**config.mk**
```make
export PLATFORM = sky130hd
export DESIGN_NAME = fetch_unit
export DESIGN_NICKNAME = d
export VERILOG_FILES = /design/src/rtl/fetch_unit_pkg.sv /design/src/rtl/fetch_unit_opcode_decoder.sv /design/src/rtl/fetch_unit.sv
export SDC_FILE = /design/constraint.sdc
export NUM_CORES = 1
export LEC_CHECK = 0
export CAP_MARGIN = 30
export CORE_ASPECT_RATIO = 1.25
export CORE_MARGIN = 8
export CORE_UTILIZATION = 55
export CTS_BUF_LIST = sky130_fd_sc_hd__clkbuf_2 sky130_fd_sc_hd__clkbuf_4 sky130_fd_sc_hd__clkbuf_8
export CTS_CLUSTER_DIAMETER = 200
export CTS_CLUSTER_SIZE = 20
export DETAILED_ROUTE_END_ITERATION = 6
export PLACE_DENSITY = 0.89
export SYNTH_ARGS = -nofsm -noshare
export SYNTH_HDL_FRONTEND = slang
export SYNTH_HIERARCHICAL = 1
export SYNTH_SLANG_ARGS = --single-unit
export TNS_END_PERCENT = 50
```
**constraint.sdc**
```tcl
create_clock -name clk_i -period 10.6 [get_ports clk_i]
set_input_delay 2.65 -clock clk_i [delete_from_list [all_inputs] [get_ports clk_i]]
set_output_delay 2.65 -clock clk_i [all_outputs]
set_load 0.02 [all_outputs]
```
**src/rtl/fetch_unit_pkg.sv**
```systemverilog
// Shared CPU types for the fetch stage: address-source select, 6502 addressing
// modes, fetch FSM states and reset-vector locations.
package fetch_unit_pkg;

    typedef enum logic [1:0] {
        ADDR_PC  = 2'd0,
        ADDR_ABS = 2'd1,
        ADDR_ZP  = 2'd2,
        ADDR_IND = 2'd3
    } mem_addr_choice_t;

    typedef enum logic [3:0] {
        IMPLIED          = 4'd0,
        ACCUMULATOR      = 4'd1,
        IMMEDIATE        = 4'd2,
        ZERO_PAGE        = 4'd3,
        ZERO_PAGE_X      = 4'd4,
        ZERO_PAGE_Y      = 4'd5,
        RELATIVE         = 4'd6,
        ABSOLUTE         = 4'd7,
        ABSOLUTE_X       = 4'd8,
        ABSOLUTE_Y       = 4'd9,
        INDIRECT         = 4'd10,
        INDEXED_INDIRECT = 4'd11,
        INDIRECT_INDEXED = 4'd12
    } addressing_mode_t;

    typedef enum logic [1:0] {
        FS_VEC_LO = 2'd0,
        FS_VEC_HI = 2'd1,
        FS_RUN    = 2'd2
    } fetch_state_t;

    localparam logic [15:0] VEC_RESET_LO = 16'hFFFC;
    localparam logic [15:0] VEC_RESET_HI = 16'hFFFD;
    localparam logic [1:0]  OPERAND_MAX  = 2'd2;

    // Operand byte counter stops at OPERAND_MAX so extra reads keep landing in op_hi.
    function automatic logic [1:0] operand_cnt_next(input logic [1:0] cnt);
        if (cnt >= OPERAND_MAX) begin
            return OPERAND_MAX;
        end else begin
            return cnt + 2'd1;
        end
    endfunction

endpackage

```
**src/rtl/fetch_unit_opcode_decoder.sv**
```systemverilog
// Combinational 6502 opcode -> addressing mode decode; undocumented opcodes
// fall back to IMPLIED.
module opcode_decoder
    import fetch_unit_pkg::*;
(
    input  logic [7:0]       opcode_i,
    output addressing_mode_t mode_o
);

    logic [2:0] aaa_s;
    logic [2:0] bbb_s;
    logic [1:0] cc_s;

    assign aaa_s = opcode_i[7:5];
    assign bbb_s = opcode_i[4:2];
    assign cc_s  = opcode_i[1:0];

    // Decode follows the aaa-bbb-cc grouping of the 6502 opcode map.
    always_comb begin
        mode_o = IMPLIED;
        case (cc_s)
            2'b01: begin
                if (opcode_i == 8'h89) begin
                    mode_o = IMPLIED;
                end else begin
                    case (bbb_s)
                        3'b000:  mode_o = INDEXED_INDIRECT;
                        3'b001:  mode_o = ZERO_PAGE;
                        3'b010:  mode_o = IMMEDIATE;
                        3'b011:  mode_o = ABSOLUTE;
                        3'b100:  mode_o = INDIRECT_INDEXED;
                        3'b101:  mode_o = ZERO_PAGE_X;
                        3'b110:  mode_o = ABSOLUTE_Y;
                        3'b111:  mode_o = ABSOLUTE_X;
                        default: mode_o = IMPLIED;
                    endcase
                end
            end
            2'b10: begin
                case (bbb_s)
                    3'b000:  mode_o = (aaa_s == 3'b101) ? IMMEDIATE : IMPLIED;
                    3'b001:  mode_o = ZERO_PAGE;
                    3'b010:  mode_o = aaa_s[2] ? IMPLIED : ACCUMULATOR;
                    3'b011:  mode_o = ABSOLUTE;
                    3'b101:  mode_o = ((aaa_s == 3'b100) || (aaa_s == 3'b101)) ? ZERO_PAGE_Y : ZERO_PAGE_X;
                    3'b111: begin
                        if (aaa_s == 3'b100) begin
                            mode_o = IMPLIED;
                        end else if (aaa_s == 3'b101) begin
                            mode_o = ABSOLUTE_Y;
                        end else begin
                            mode_o = ABSOLUTE_X;
                        end
                    end
                    default: mode_o = IMPLIED;
                endcase
            end
            2'b00: begin
                case (bbb_s)
                    3'b000: begin
                        if (aaa_s == 3'b001) begin
                            mode_o = ABSOLUTE;
                        end else if (aaa_s >= 3'b101) begin
                            mode_o = IMMEDIATE;
                        end else begin
                            mode_o = IMPLIED;
                        end
                    end
                    3'b001:  mode_o = ((aaa_s == 3'b001) || aaa_s[2]) ? ZERO_PAGE : IMPLIED;
                    3'b011: begin
                        if (aaa_s == 3'b011) begin
                            mode_o = INDIRECT;
                        end else if (aaa_s == 3'b000) begin
                            mode_o = IMPLIED;
                        end else begin
                            mode_o = ABSOLUTE;
                        end
                    end
                    3'b100:  mode_o = RELATIVE;
                    3'b101:  mode_o = ((aaa_s == 3'b100) || (aaa_s == 3'b101)) ? ZERO_PAGE_X : IMPLIED;
                    3'b111:  mode_o = (aaa_s == 3'b101) ? ABSOLUTE_X : IMPLIED;
                    default: mode_o = IMPLIED;
                endcase
            end
            default: mode_o = IMPLIED;
        endcase
    end

endmodule

```
**src/rtl/fetch_unit.sv**
```systemverilog
// PC / instruction-byte capture stage. Define FETCH_RESET_VECTOR_EN to load the
// PC from the reset vector at FFFC/FFFD; otherwise the PC starts at RESET_PC.
module fetch_unit
    import fetch_unit_pkg::*;
#(
    parameter logic [15:0] RESET_PC = 16'hC000
) (
    input  logic             clk_i,
    input  logic             rstn_i,
    input  logic             block_pc_i,
    input  mem_addr_choice_t addr_choice_i,
    input  logic             pc_load_i,
    input  logic [15:0]      pc_load_value_i,
    input  logic [7:0]       x_i,
    input  logic [7:0]       y_i,
    input  logic [7:0]       mem_rdata_i,
    output logic [15:0]      mem_addr_o,
    output logic [15:0]      pc_o,
    output logic [7:0]       opcode_o,
    output logic [7:0]       op_lo_o,
    output logic [7:0]       op_hi_o,
    output addressing_mode_t addressing_mode_o,
    output logic             ready_o
);

`ifdef FETCH_RESET_VECTOR_EN
    localparam fetch_state_t STATE_AFTER_RESET = FS_VEC_LO;
    localparam logic [15:0]  PC_AFTER_RESET    = 16'h0000;
    localparam logic         READY_AFTER_RESET = 1'b0;
`else
    localparam fetch_state_t STATE_AFTER_RESET = FS_RUN;
    localparam logic [15:0]  PC_AFTER_RESET    = RESET_PC;
    localparam logic         READY_AFTER_RESET = 1'b1;
`endif

    fetch_state_t     state_q, state_d;
    logic [15:0]      pc_q, pc_d;
    logic [7:0]       opcode_q, opcode_d;
    logic [7:0]       op_lo_q, op_lo_d;
    logic [7:0]       op_hi_q, op_hi_d;
    logic [1:0]       opcnt_q, opcnt_d;
    logic             ready_q, ready_d;
    logic             pc_inc_s;
    logic [7:0]       index_s;
    logic [15:0]      mem_addr_s;
    addressing_mode_t mode_s;

    opcode_decoder u_decoder (
        .opcode_i (opcode_q),
        .mode_o   (mode_s)
    );

    // Index register applied to absolute addressing, chosen by the latched opcode.
    always_comb begin
        index_s = 8'h00;
        case (mode_s)
            ABSOLUTE_X: index_s = x_i;
            ABSOLUTE_Y: index_s = y_i;
            default:    index_s = 8'h00;
        endcase
    end

    // Memory address mux; kept apart from the next-state logic since read data depends on it.
    always_comb begin
        mem_addr_s = pc_q;
        case (state_q)
            FS_VEC_LO: mem_addr_s = VEC_RESET_LO;
            FS_VEC_HI: mem_addr_s = VEC_RESET_HI;
            FS_RUN: begin
                if (!block_pc_i) begin
                    mem_addr_s = pc_q;
                end else begin
                    case (addr_choice_i)
                        ADDR_PC:  mem_addr_s = pc_q;
                        ADDR_ABS: mem_addr_s = {op_hi_q, op_lo_q} + {8'h00, index_s};
                        ADDR_ZP:  mem_addr_s = {8'h00, op_lo_q + x_i};
                        ADDR_IND: mem_addr_s = {op_hi_q, op_lo_q};
                        default:  mem_addr_s = pc_q;
                    endcase
                end
            end
            default: mem_addr_s = pc_q;
        endcase
    end

    // FSM next state plus PC, opcode and operand capture.
    always_comb begin
        state_d  = state_q;
        pc_d     = pc_q;
        opcode_d = opcode_q;
        op_lo_d  = op_lo_q;
        op_hi_d  = op_hi_q;
        opcnt_d  = opcnt_q;
        pc_inc_s = 1'b0;
        case (state_q)
            FS_VEC_LO: begin
                pc_d    = {pc_q[15:8], mem_rdata_i};
                state_d = FS_VEC_HI;
            end
            FS_VEC_HI: begin
                pc_d    = {mem_rdata_i, pc_q[7:0]};
                state_d = FS_RUN;
            end
            FS_RUN: begin
                if (!block_pc_i) begin
                    opcode_d = mem_rdata_i;
                    opcnt_d  = 2'd0;
                    pc_inc_s = 1'b1;
                end else if (addr_choice_i == ADDR_PC) begin
                    if (opcnt_q == 2'd0) begin
                        op_lo_d = mem_rdata_i;
                    end else begin
                        op_hi_d = mem_rdata_i;
                    end
                    opcnt_d  = operand_cnt_next(opcnt_q);
                    pc_inc_s = 1'b1;
                end else begin
                    pc_inc_s = 1'b0;
                end
                // A jump target wins over the sequential increment.
                if (pc_load_i) begin
                    pc_d = pc_load_value_i;
                end else if (pc_inc_s) begin
                    pc_d = pc_q + 16'd1;
                end else begin
                    pc_d = pc_q;
                end
            end
            default: begin
                state_d = STATE_AFTER_RESET;
            end
        endcase
        ready_d = (state_d == FS_RUN);
    end

    // State registers with synchronous active-low reset.
    always_ff @(posedge clk_i) begin
        if (!rstn_i) begin
            state_q  <= STATE_AFTER_RESET;
            pc_q     <= PC_AFTER_RESET;
            opcode_q <= 8'h00;
            op_lo_q  <= 8'h00;
            op_hi_q  <= 8'h00;
            opcnt_q  <= 2'd0;
            ready_q  <= READY_AFTER_RESET;
        end else begin
            state_q  <= state_d;
            pc_q     <= pc_d;
            opcode_q <= opcode_d;
            op_lo_q  <= op_lo_d;
            op_hi_q  <= op_hi_d;
            opcnt_q  <= opcnt_d;
            ready_q  <= ready_d;
        end
    end

    assign mem_addr_o        = mem_addr_s;
    assign pc_o              = pc_q;
    assign opcode_o          = opcode_q;
    assign op_lo_o           = op_lo_q;
    assign op_hi_o           = op_hi_q;
    assign addressing_mode_o = mode_s;
    assign ready_o           = ready_q;

endmodule
```
==> results, run 1 <==
- STA puts the critical path data required time at 7.95 ns.
- The setup slack of the worst register-to-register path is 8.32 ns.
- The number of global-route vias before repair is 4594.
- Fill cells in the final layout number 564.
- When the netlist entered floorplanning its net count stood at 610.
- The critical path is of the input port to output port type.
- The power density over cell area is 89.0 nW/µm².
- The area growth from synthesis to layout is 28.4%.
- In the global route stage, overall resource usage came out at 0.256.
- The core area is 7310 µm².
- The first routing iteration left 274 violations.
- The xor and xnor area share after synthesis is 0.0488.
- Setup repair after global routing left no endpoint under its margin.
- The standard cell area after detailed placement is 5190 µm².
- The number of core rows is 35.
- The number of max-cap violations is 0.
- The simple-gate share of the synthesized area is 0.254.
- The startpoint of the lowest-slack register-to-register path is state_q[0].
- The primary flip-flop cell chosen by synthesis mapping is dfxtp_1.
- Of all flip-flops after synthesis, the portion carrying an async set or reset was 0.
- The slowest stage of the critical path is the clkdlybuf4s50_1 cell.
- For this design, the sink count on the clock tree is 44.
- In this run, post-CTS hold repair placed 0 buffers.
- The min-delay analysis places its worst path in the category register to register.
- The global-route wire length before repair is 22.4 mm.
- The final-layout setup total negative slack is 0 ns.
- The sort of element at the end of the critical path is an output port.
- In this run the tightest slew margin relative to its limit is 0.440.
- After detailed routing, the average wire length per cell comes to 19.3 µm.
- On the final layout, the worst clock skew is 0.00822 ns.
- By area, the combinational part of the netlist is dominated by compound AO/OA/AOI/OAI gates.
- For the pin with the worst max-slew slack, the measured transition is 0.831 ns.
- In this run the horizontal extent of the chip is 93.5 µm.
- The switching part of the total power is 0.333.
- The complex-gate fraction of the synthesized area is 0.289.
- For this run, the detailed router's first-pass iteration total came to 5.
- The highest cell delay on the worst timing path is 0.64 ns.
- The library cells used most frequently in the layout, excluding fill and tap cells, are clkdlybuf4s50_1, nand2_1, o21ai_0.
- The final critical path time including I/O delays and setup is 8.49 ns.
- Synthesis inferred 44 register bits.
- CTS placed an instance of clkbuf_8 at the clock tree root.
- STA puts the critical path data arrival time at 5.84 ns.
- The endpoint of the worst-slack reg-to-reg timing path is pc_o[11].
- The adder-cell share of the synthesized area is 0.0733.
- The combinational fraction of design power is 0.321.
- The flow ran to the end, and the final reports show no timing, DRC or antenna violations.
- OpenSTA, run right after detailed placement, puts the worst setup slack at 2.17 ns.
- After clock tree synthesis, the clock-pin slew on the worst setup and hold paths is 0.08 ns.
- The post-DP HPWL is 10.5 mm.
- Averaged over all synthesized cells, the footprint is 7.63 µm².
- After synthesis, the share of cell area in mux cells is 0.0654.
- In this run the static leakage power is 1.97 nW.
- The startpoint identified for the worst hold timing path is opcnt_q[0].
- The achievable frequency is 0.118 GHz.
- Using the TritonRoute via totals, the vias-per-cell ratio works out to 6.41.
- The depth of the worst register-to-register path is 7.
- The aggregate routed wire length is 13.9 mm.
- The netlist area before placement is 4130 µm².
- Synthesis instantiated 79 different standard cells from the library.
- The chip height is 113 µm.
- The count of antenna diodes in the layout is 0.
- The worst path meets setup with 2.11 ns of slack.
- Internal power comes to 0.315 mW.
- The synthesized instance count is 541.
- The count of antenna-violating nets left after detailed routing is 0.
- The number of warning messages in the yosys log is 6.
- Detailed routing inserted a total of 4600 vias.
- The number of gates given a new drive strength after cts is 0.
- Once the clock tree was built, the setup fixing pass inserted 0 buffers.
- The worst-case hold path end point is opcnt_q[0].
- The number of antenna violations at the first check in global routing is 0.
- The largest net degree at the start of global routing is 47.
- Leaving out fill and tap cells, the most frequent cell in the layout is clkdlybuf4s50_1.
- In this run, CTS created clock tree buffers numbering 5.
- The max-slew violation total from the final report was 0.
- Counting along the longest clock path gives a buffer depth of 2.
- Dividing the final minimum period by the clock period gives 0.801.
- The number of failing hold endpoints at the final stage is 0.
- The later pin in the worst-skew pair is clocked with a latency of 0.30 ns.
- The nature of the critical path startpoint is an input port.
- In the routed design, unresolved DRC markers number 0.
- The number of buffers inserted by port buffering is 106.
- In this run the count of I/O pins placed on the die edge is 107.
- Of the total power, the clock network draws 0.276.
- The most used cell along the critical path is clkdlybuf4s50_1.
- The worst hold path was traced through 2 stages.
- In this run the worst path has a maximum fanout of 4.
- The effective utilization at floorplan is 0.565.
- Summing all multi-input logic gate instances after layout gives 3030 µm².
- The area used by sequential logic in the layout is 881 µm².
- Of the synthesized area, sequential elements account for 0.213.
- Setup violations remaining at the end of the flow were counted as 0.
- The number of synthesized flops with an enable pin is 0.
- The full die area is 10600 µm².
- The final standard cell area without fillers is 5300 µm².
- The critical path goes through clkdlybuf4s50_1, mux2i_1, or2_2, fa_1, nand2b_1, a21oi_2, o21ai_2, nor4bb_2, xnor2_1, o21ai_1, clkdlybuf4s50_1.
- The H-tree was split into 2 levels.
- TritonCTS built the clock tree.
- Of the cells placed in the final design, the portion with a size suffix greater than 1 is 0.0655.
- The remaining global-route overflow is 0.
- At the end of the flow, the number of nets in the layout was 694.
- The maximum resistive drop on vdd is 0.0739 mV.
- The last weighted congestion value of the routability-driven placer is 0.952.
- Summed over all nets, the switching power comes to 0.157 mW.
- The sequential group share of total power is 0.403.
[cell usage after synthesis (all sizes together), types with 14 or more instances]
cell type	number	area (µm²)
ha	21	263
dfxtp	44	881
nor2	33	129
inv	19	71.3
mux2i	27	270
xnor2	14	123
o21ai	60	312
buf	15	87.6
nand2	60	225
nor2b	29	181
clkbuf	18	70.1
a21oi	46	234
[final cells by class]
class,count,share of cell area
inverter,19,0.0135
multi-input combinational,445,0.572
clock inverter,3,0.00802
tap,92,0.0217
clock buffer,5,0.0130
sequential,44,0.166
timing repair buffer,110,0.206
[worst max-delay path, delay by kind of cell]
kind	cells	cell delay, ns
AOI/OAI and AO/OA	3	0.57
buffers and inverters	2	1.17
adders and majority gates	1	0.43
muxes	1	0.09
xor gates and xnor gates	1	0.11
and+or+nand+nor	3	0.81
[power groups by stage]
stage	combinational, mW	sequential, mW	clock [mW]
finish	0.151	0.190	0.130
global route	0.162	0.192	0.137
CTS	0.150	0.190	0.130
detailed placement	0.149	0.193	0
global placement	0.146	0.193	0
floorplan	0.0814	0.195	0
[layer usage]
layer / routed length [µm] / track usage / vias to the layer above
met1: 5120 / 0.277 / 2146
met2: 6940 / 0.453 / 256
met4: 594 / 0.135 / 0
met3: 1230 / 0.0510 / 49
li1: - / - / 2149
met5: 0 / 0 / -
[flip-flops by register name, summed over array words and instances (netlist names)]
name / cells
opcode_o: 8
state_q: 2
op_lo_o: 8
pc_o: 16
opcnt_q: 2
op_hi_o: 8
[through the flow]
stage	utilization	power [mW]	hold slack (ns)	instances
finish	0.725	0.472	0.478	718
global placement	0.709	0.339	0.452	709
detailed placement	0.710	0.343	0.470	710
global route	0.725	0.491	0.511	718
CTS	0.725	0.470	0.481	718
floorplan	-	0.276	0.444	541
[cell families after synthesis]
group | count (synthesis)
flops | 44
simple gates | 189
fa+ha+maj | 23
compound gates | 183
xor+xnor | 23
mux | 27
buf+inv | 52
[worst max path at each step]
stage,start,cells after the start,to,slack (ns)
after global routing,x_i[1],11,mem_addr_o[10],1.95
after floorplan,y_i[1],9,mem_addr_o[10],3.37
after CTS,x_i[1],11,mem_addr_o[10],2.12
final,x_i[1],11,mem_addr_o[10],2.11
after detailed placement,x_i[1],11,mem_addr_o[10],2.17
after global placement,x_i[1],11,mem_addr_o[10],2.19
No activity file was read; power rests on OpenSTA's default activity.
==> inputs of run 2 (changes only) <==
CORE_UTILIZATION = 51   (was 55)
PLACE_DENSITY = 0.83   (was 0.89)
clock period = 8.8 ns   (was 10.6 ns; I/O delays follow)
==> results, run 2 (synthesis gave the netlist of run 1 again) <==
- The flow ran to the end, and the final reports show no timing, DRC or antenna violations.
- The hold path startpoint is opcnt_q[0].
- The flip-flop count of the largest register after layout is 16 (unchanged).
- The remaining global-route overflow was 0 (unchanged).
- The buffer depth of the longest clock path was 2 (unchanged).
- The final-layout setup total negative slack came to 0 ns (unchanged).
- The remaining routing DRC violations is 0 (unchanged).
- The achievable frequency is 0.132 GHz.
- The cell depth of the worst hold path is 2 (unchanged).
- The number of levels the H-tree was split into is 2 (unchanged).
- The cts-stage hold buffer count was 0 (unchanged).
- The worst clock skew is 0.00900 ns (+0.000778 ns).
- The headroom to the max-slew limit is 0.427 (-0.0129).
- The total global routing track utilization was 0.233 (-0.0228).
- The critical path startpoint is x_i[1].
- The sequential group share of total power was 0.400 (-0.003).
- The global-route wire length before repair was 21.2 mm (-5.1%).
- Leaving out fill and tap cells, the most frequent cell in the layout is clkdlybuf4s50_1.
- The number of buffers inserted during clock tree synthesis is 5 (unchanged).
- The depth of the worst register-to-register path is 6 (-1).
- The via density per instance is 6.16 (-3.8%).
- The effective utilization at floorplan is 0.527 (-0.0378).
- The startpoint of the lowest-slack register-to-register path is state_q[0].
- The largest net degree at the start of global routing is 47 (unchanged).
- The number of vias in the routed layout is 4437 (-3.5%).
- The power density over cell area was 108 nW/µm² (+21%).
- The number of buffers added for setup after CTS is 0 (unchanged).
- The final setup violation count is 0 (unchanged).
- The last weighted congestion value of the routability-driven placer is 0.938 (-1.5%).
- CTS placed an instance of clkbuf_8 at the clock tree root.
- The count of antenna-violating nets left after detailed routing was 0 (unchanged).
- The clock network fraction of total power came to 0.282 (+0.006).
- Walking the worst path, the cells encountered are clkdlybuf4s50_1, mux2i_1, or2_2, fa_1, nand2b_1, a21oi_2, o21ai_2, nor4bb_2, xnor2_1, o21ai_1, clkdlybuf4s50_1.
- The number of buffers inserted by port buffering is 106 (unchanged).
- The width of the die came to 96.5 µm (+3.2%).
- The number of antenna violations at the first check in global routing is 0 (unchanged).
- The highest cell delay on the worst timing path came to 0.65 ns (about the same).
- The number of max-cap violations is 0 (unchanged).
- The combinational fraction of design power is 0.318 (-0.003).
- The number of gates given a new drive strength after cts was 0 (unchanged).
- The CTS sink count is 44 (unchanged).
- The core area is 7840 µm² (+7.2%).
- The maximum resistive drop on vdd is 0.0774 mV (+4.7%).
- The full die area is 11300 µm² (+6.6%).
- The cell that appears most often on the critical path is clkdlybuf4s50_1.
- The setup slack after layout is 1.24 ns (-0.867 ns).
- The switching power total is 0.191 mW (+21%).
- STA classifies the critical path endpoint as an output port.
- The critical-path cell with the highest stage delay is clkdlybuf4s50_1.
- The TritonCTS clock tree is yes.
- The worst slack at placement is 1.25 ns (-0.918 ns).
- The clock insertion delay at the later pin of the skew report is 0.30 ns (about the same).
- The fraction of layout cells with a size suffix above 1 came to 0.0640 (-0.00150).
- The iteration-0 DRC count of the detailed router was 315 (+15%).
- The count of TritonRoute iterations in the first routing pass is 5 (unchanged).
- The leakage component of the power is 1.96 nW (-0.18%).
- The number of filler instances in the final layout was 679 (+20%).
- In this run the worst hold path is classified as register to register.
- The internal portion of total power was 0.381 mW (+21%).
- The endpoint required time on the critical path is 6.60 ns (-1.35 ns).
- In the finished design, the share of the clock period the worst path needs comes to 0.859.
- The aggregate routed wire length is 13.4 mm (-3.2%).
- The highest fanout seen on the critical path is 4 (unchanged).
- The switching part of the total power is 0.334 (+0.000932).
- The critical path data arrival time is 5.36 ns (-0.48 ns).
- The net total in the final layout is 693 (-0.14%).
- The post-DP HPWL is 10.3 mm (-1.9%).
- The chip height came to 117 µm (+3.3%).
- The number of failing hold endpoints at the final stage is 0 (unchanged).
- The clock transition at the register clock pins on the worst setup and hold paths after CTS is 0.08 ns (about the same).
- The number of core rows is 36 (+2.9%).
- The count of antenna diodes in the layout is 0 (unchanged).
- The max-slew violation total from the final report is 0 (unchanged).
- STA classifies the critical path startpoint as an input port.
- The type of the worst setup path is input port to output port.
- The number of primary I/O pins is 107 (unchanged).
- Setup repair after global routing left no endpoint under its margin.
- The routed length per instance came to 18.7 µm (-3.5%).
- The number of global-route vias before repair is 4322 (-5.9%).
- The final critical path time including I/O delays and setup is 7.56 ns.
- The area growth from synthesis to final layout is 28.4% (unchanged).
- The actual transition at the worst max-transition pin is 0.857 ns (+0.0254 ns).
- In the layout the commonest cells are clkdlybuf4s50_1, nand2_1, o21ai_0.
-- run 2: path summary, 6_finish.rpt --
check | endpoint | slack [ns]
worst max-delay path | mem_addr_o[10] | 1.24
worst min-delay path | opcnt_q[0] | 0.49
worst max register to register | pc_o[12] | 6.09
worst min register to register | opcnt_q[0] | 0.49
-- run 2: critical path: cells and delay by family --
family,cells,cell delay (ns)
buf+inv,2,1.18
simple gates,3,0.81
compound gates,3,0.53
fa+ha+maj,1,0.44
xor+xnor,1,0.11
mux,1,0.08
-- run 2: area by class of cell --
| cell class | count | area (µm²) | share of cell area |
|---|---|---|---|
| clock buffers | 5 | 68.8 | 0.0130 |
| clock inverters | 3 | 46.3 | 0.00873 |
| inverters | 19 | 71.3 | 0.0135 |
| multi-input cells | 445 | 3030 | 0.572 |
| flip-flops and latches | 44 | 881 | 0.166 |
| well taps | 95 | 119 | 0.0224 |
| repair buffers | 109 | 1080 | 0.204 |
-- run 2: power groups by stage --
stage | clock network (mW) | logic (mW) | registers (mW)
2_1_floorplan | 0 | 0.0980 | 0.234
3_3_place_gp | 0 | 0.177 | 0.232
3_5_place_dp | 0 | 0.180 | 0.233
4_1_cts | 0.164 | 0.181 | 0.228
5_1_grt | 0.172 | 0.195 | 0.230
6_report | 0.161 | 0.181 | 0.229
-- run 2: per-stage QoR --
stage | utilization | cell area (µm²) | power, mW | hold WS [ns] | instances
2_1_floorplan | - | 4130 | 0.332 | 0.444 | 541
3_3_place_gp | 0.662 | 5190 | 0.409 | 0.452 | 712
3_5_place_dp | 0.662 | 5190 | 0.412 | 0.472 | 712
4_1_cts | 0.676 | 5300 | 0.572 | 0.484 | 720
5_1_grt | 0.676 | 5300 | 0.598 | 0.503 | 720
6_report | 0.676 | 5300 | 0.571 | 0.488 | 720
-- run 2: per-layer routing --
layer | GRT usage | routed length, µm | part of all wire
met2 | 0.412 | 6750 | 0.50
met3 | 0.0334 | 1060 | 0.079
met5 | 0 | 0 | 0
met4 | 0.0810 | 324 | 0.024
met1 | 0.277 | 5300 | 0.39
==> inputs of run 3 (changes only) <==
CORE_MARGIN = not set   (was 8)
HOLD_SLACK_MARGIN = 0.12   (was not set)
==> results, run 3 (synthesis gave the netlist of run 1 again) <==
- The flow ran to the end, and the final reports show no timing, DRC or antenna violations.
- By startpoint and endpoint, the worst setup path is classified as input port to output port.
- The last weighted congestion value of the routability-driven placer is 0.938 (about the same).
- The number of primary I/O pins is 107 (unchanged).
- The critical path data arrival time is 5.31 ns (-0.05 ns).
- The total global routing track utilization is 0.297 (+0.0632).
- The number of vias in the routed layout is 4497 (+1.4%).
- The cts-stage hold buffer count was 0 (unchanged).
- The effective utilization at floorplan is 0.527 (unchanged).
- The final clock period utilization by the worst path is 0.853 (-0.00578).
- STA classifies the critical path endpoint as an output port.
- The remaining routing DRC violations is 0 (unchanged).
- The final hold slack is 0.493 ns (+0.00530 ns).
- The clock insertion delay at the later pin of the skew report was 0.31 ns (about the same).
- The setup slack after layout is 1.29 ns (+0.0509 ns).
- The TritonCTS clock tree is yes.
- The routed length per instance was 17.5 µm (-6.1%).
- STA classifies the critical path startpoint as an input port.
- The area growth from synthesis to final layout is 28.4% (unchanged).
- The post-DP HPWL is 9.42 mm (-8.2%).
- The top cell types in the final layout, fill and taps aside, are clkdlybuf4s50_1, nand2_1, o21ai_0.
- The number of gates given a new drive strength after cts is 0 (unchanged).
- The worst clock skew is 0.00992 ns (+0.000917 ns).
- In this run the clock root is driven by a clkbuf_8.
- The count of TritonRoute iterations in the first routing pass is 6 (+1).
- The number of core rows is 36 (unchanged).
- The number of global-route vias before repair came to 4073 (-5.8%).
- The actual transition at the worst max-transition pin is 0.831 ns (-0.0254 ns).
- The power density over cell area is 108 nW/µm² (about the same).
- The final critical path time including I/O delays and setup is 7.51 ns (-0.0509 ns).
- The worst slack at placement is 1.30 ns (+0.0512 ns).
- The number of buffers added for setup after CTS came to 0 (unchanged).
- The buffer depth of the longest clock path is 2 (unchanged).
- The clock transition at the register clock pins on the worst setup and hold paths after CTS came to 0.09 ns (about the same).
- The remaining global-route overflow is 0 (unchanged).
- The number of levels the H-tree was split into is 2 (unchanged).
- The final setup violation count is 0 (unchanged).
- The number of max-cap violations is 0 (unchanged).
- The number of failing hold endpoints at the final stage is 0 (unchanged).
- The achievable frequency is 0.133 GHz (+0.68%).
- The number of buffers inserted by port buffering was 106 (unchanged).
- The full die area was 8460 µm² (-25%).
- The maximum resistive drop on vdd is 0.0949 mV (+23%).
- The net total in the final layout came to 693 (unchanged).
- The highest fanout seen on the critical path is 4 (unchanged).
- The aggregate routed wire length is 12.6 mm (-6.1%).
- The setup slack of the worst register-to-register path is 6.17 ns (+0.08 ns).
- The flip-flop count of the largest register after layout is 16 (unchanged).
- The number of buffers inserted during clock tree synthesis is 5 (unchanged).
- The worst hold path belongs to the class register to register.
- The max-slew violation total from the final report is 0 (unchanged).
- The final-layout setup total negative slack is 0 ns (unchanged).
- The width of the die is 82.5 µm (-15%).
- The via density per instance came to 6.25 (+1.4%).
- The leakage component of the power is 1.96 nW (unchanged).
- The core area is 7840 µm² (unchanged).
- The largest net degree at the start of global routing is 47 (unchanged).
- The number of antenna violations at the first check in global routing was 0 (unchanged).
- Setup repair after global routing left no endpoint under its margin.
- The commonest non-fill, non-tap cell in the layout is clkdlybuf4s50_1.
- The endpoint required time on the critical path is 6.60 ns (about the same).
- The fraction of layout cells with a size suffix above 1 is 0.0640 (unchanged).
- The global-route wire length before repair was 19.4 mm (-8.5%).
- The CTS sink count was 44 (unchanged).
- The count of antenna-violating nets left after detailed routing is 0 (unchanged).
- The iteration-0 DRC count of the detailed router is 237 (-25%).
- The headroom to the max-slew limit is 0.440 (+0.0129).
- The count of antenna diodes in the layout is 0 (unchanged).
- The chip height is 103 µm (-12%).
run 3: cell counts in the layout (fill, tap and decap cells not counted):
No cell type changed its count.
run 3: metrics by stage:
step           cells  instance area (µm²)   util  power (mW)
5_1_grt          720                 5300  0.676       0.597
3_3_place_gp     712                 5190  0.662       0.407
3_5_place_dp     712                 5190  0.662       0.411
6_report         720                 5300  0.676       0.572
4_1_cts          720                 5300  0.676       0.570
2_1_floorplan    541                 4130      -       0.332
run 3: cell type report:
type / count / area (µm²)
clock inverter: 3 / 46.3
sequential: 44 / 881
tap: 95 / 119
multi-input combinational: 445 / 3030
inverter: 19 / 71.3
fill: 697 / 2540
clock buffer: 5 / 68.8
timing repair buffer: 109 / 1080
run 3: power by group:
group | leakage [nW] | total [mW] | internal [mW] | switching [mW]
Sequential | 0.360 | 0.229 | 0.208 | 0.0207
Combinational | 1.55 | 0.180 | 0.0872 | 0.0929
Clock | 0.0548 | 0.163 | 0.0856 | 0.0772
run 3: path summary, 6_finish.rpt:
kind | depth (start not counted) | end | from
setup / recovery | 11 | mem_addr_o[10] | x_i[1]
hold / removal | 2 | opcnt_q[0] | opcnt_q[0]
setup reg to reg | 6 | pc_o[11] | state_q[0]
hold reg to reg | 2 | opcnt_q[0] | opcnt_q[0]
run 3: routing by layer:
layer	routed length (µm)	vias up	global-route usage
li1	-	2136	-
met1	5010	2092	0.357
met2	6320	242	0.527
met3	948	27	0.0434
met4	342	0	0.110
met5	0	-	0
run 3: worst max-delay path, cell delays in order:
cell	delay, ns
clkdlybuf4s50_1	0.53
mux2i_1	0.08
or2_2	0.30
fa_1	0.42
nand2b_1	0.19
a21oi_2	0.24
o21ai_2	0.15
nor4bb_2	0.33
xnor2_1	0.11
o21ai_1	0.13
clkdlybuf4s50_1	0.62
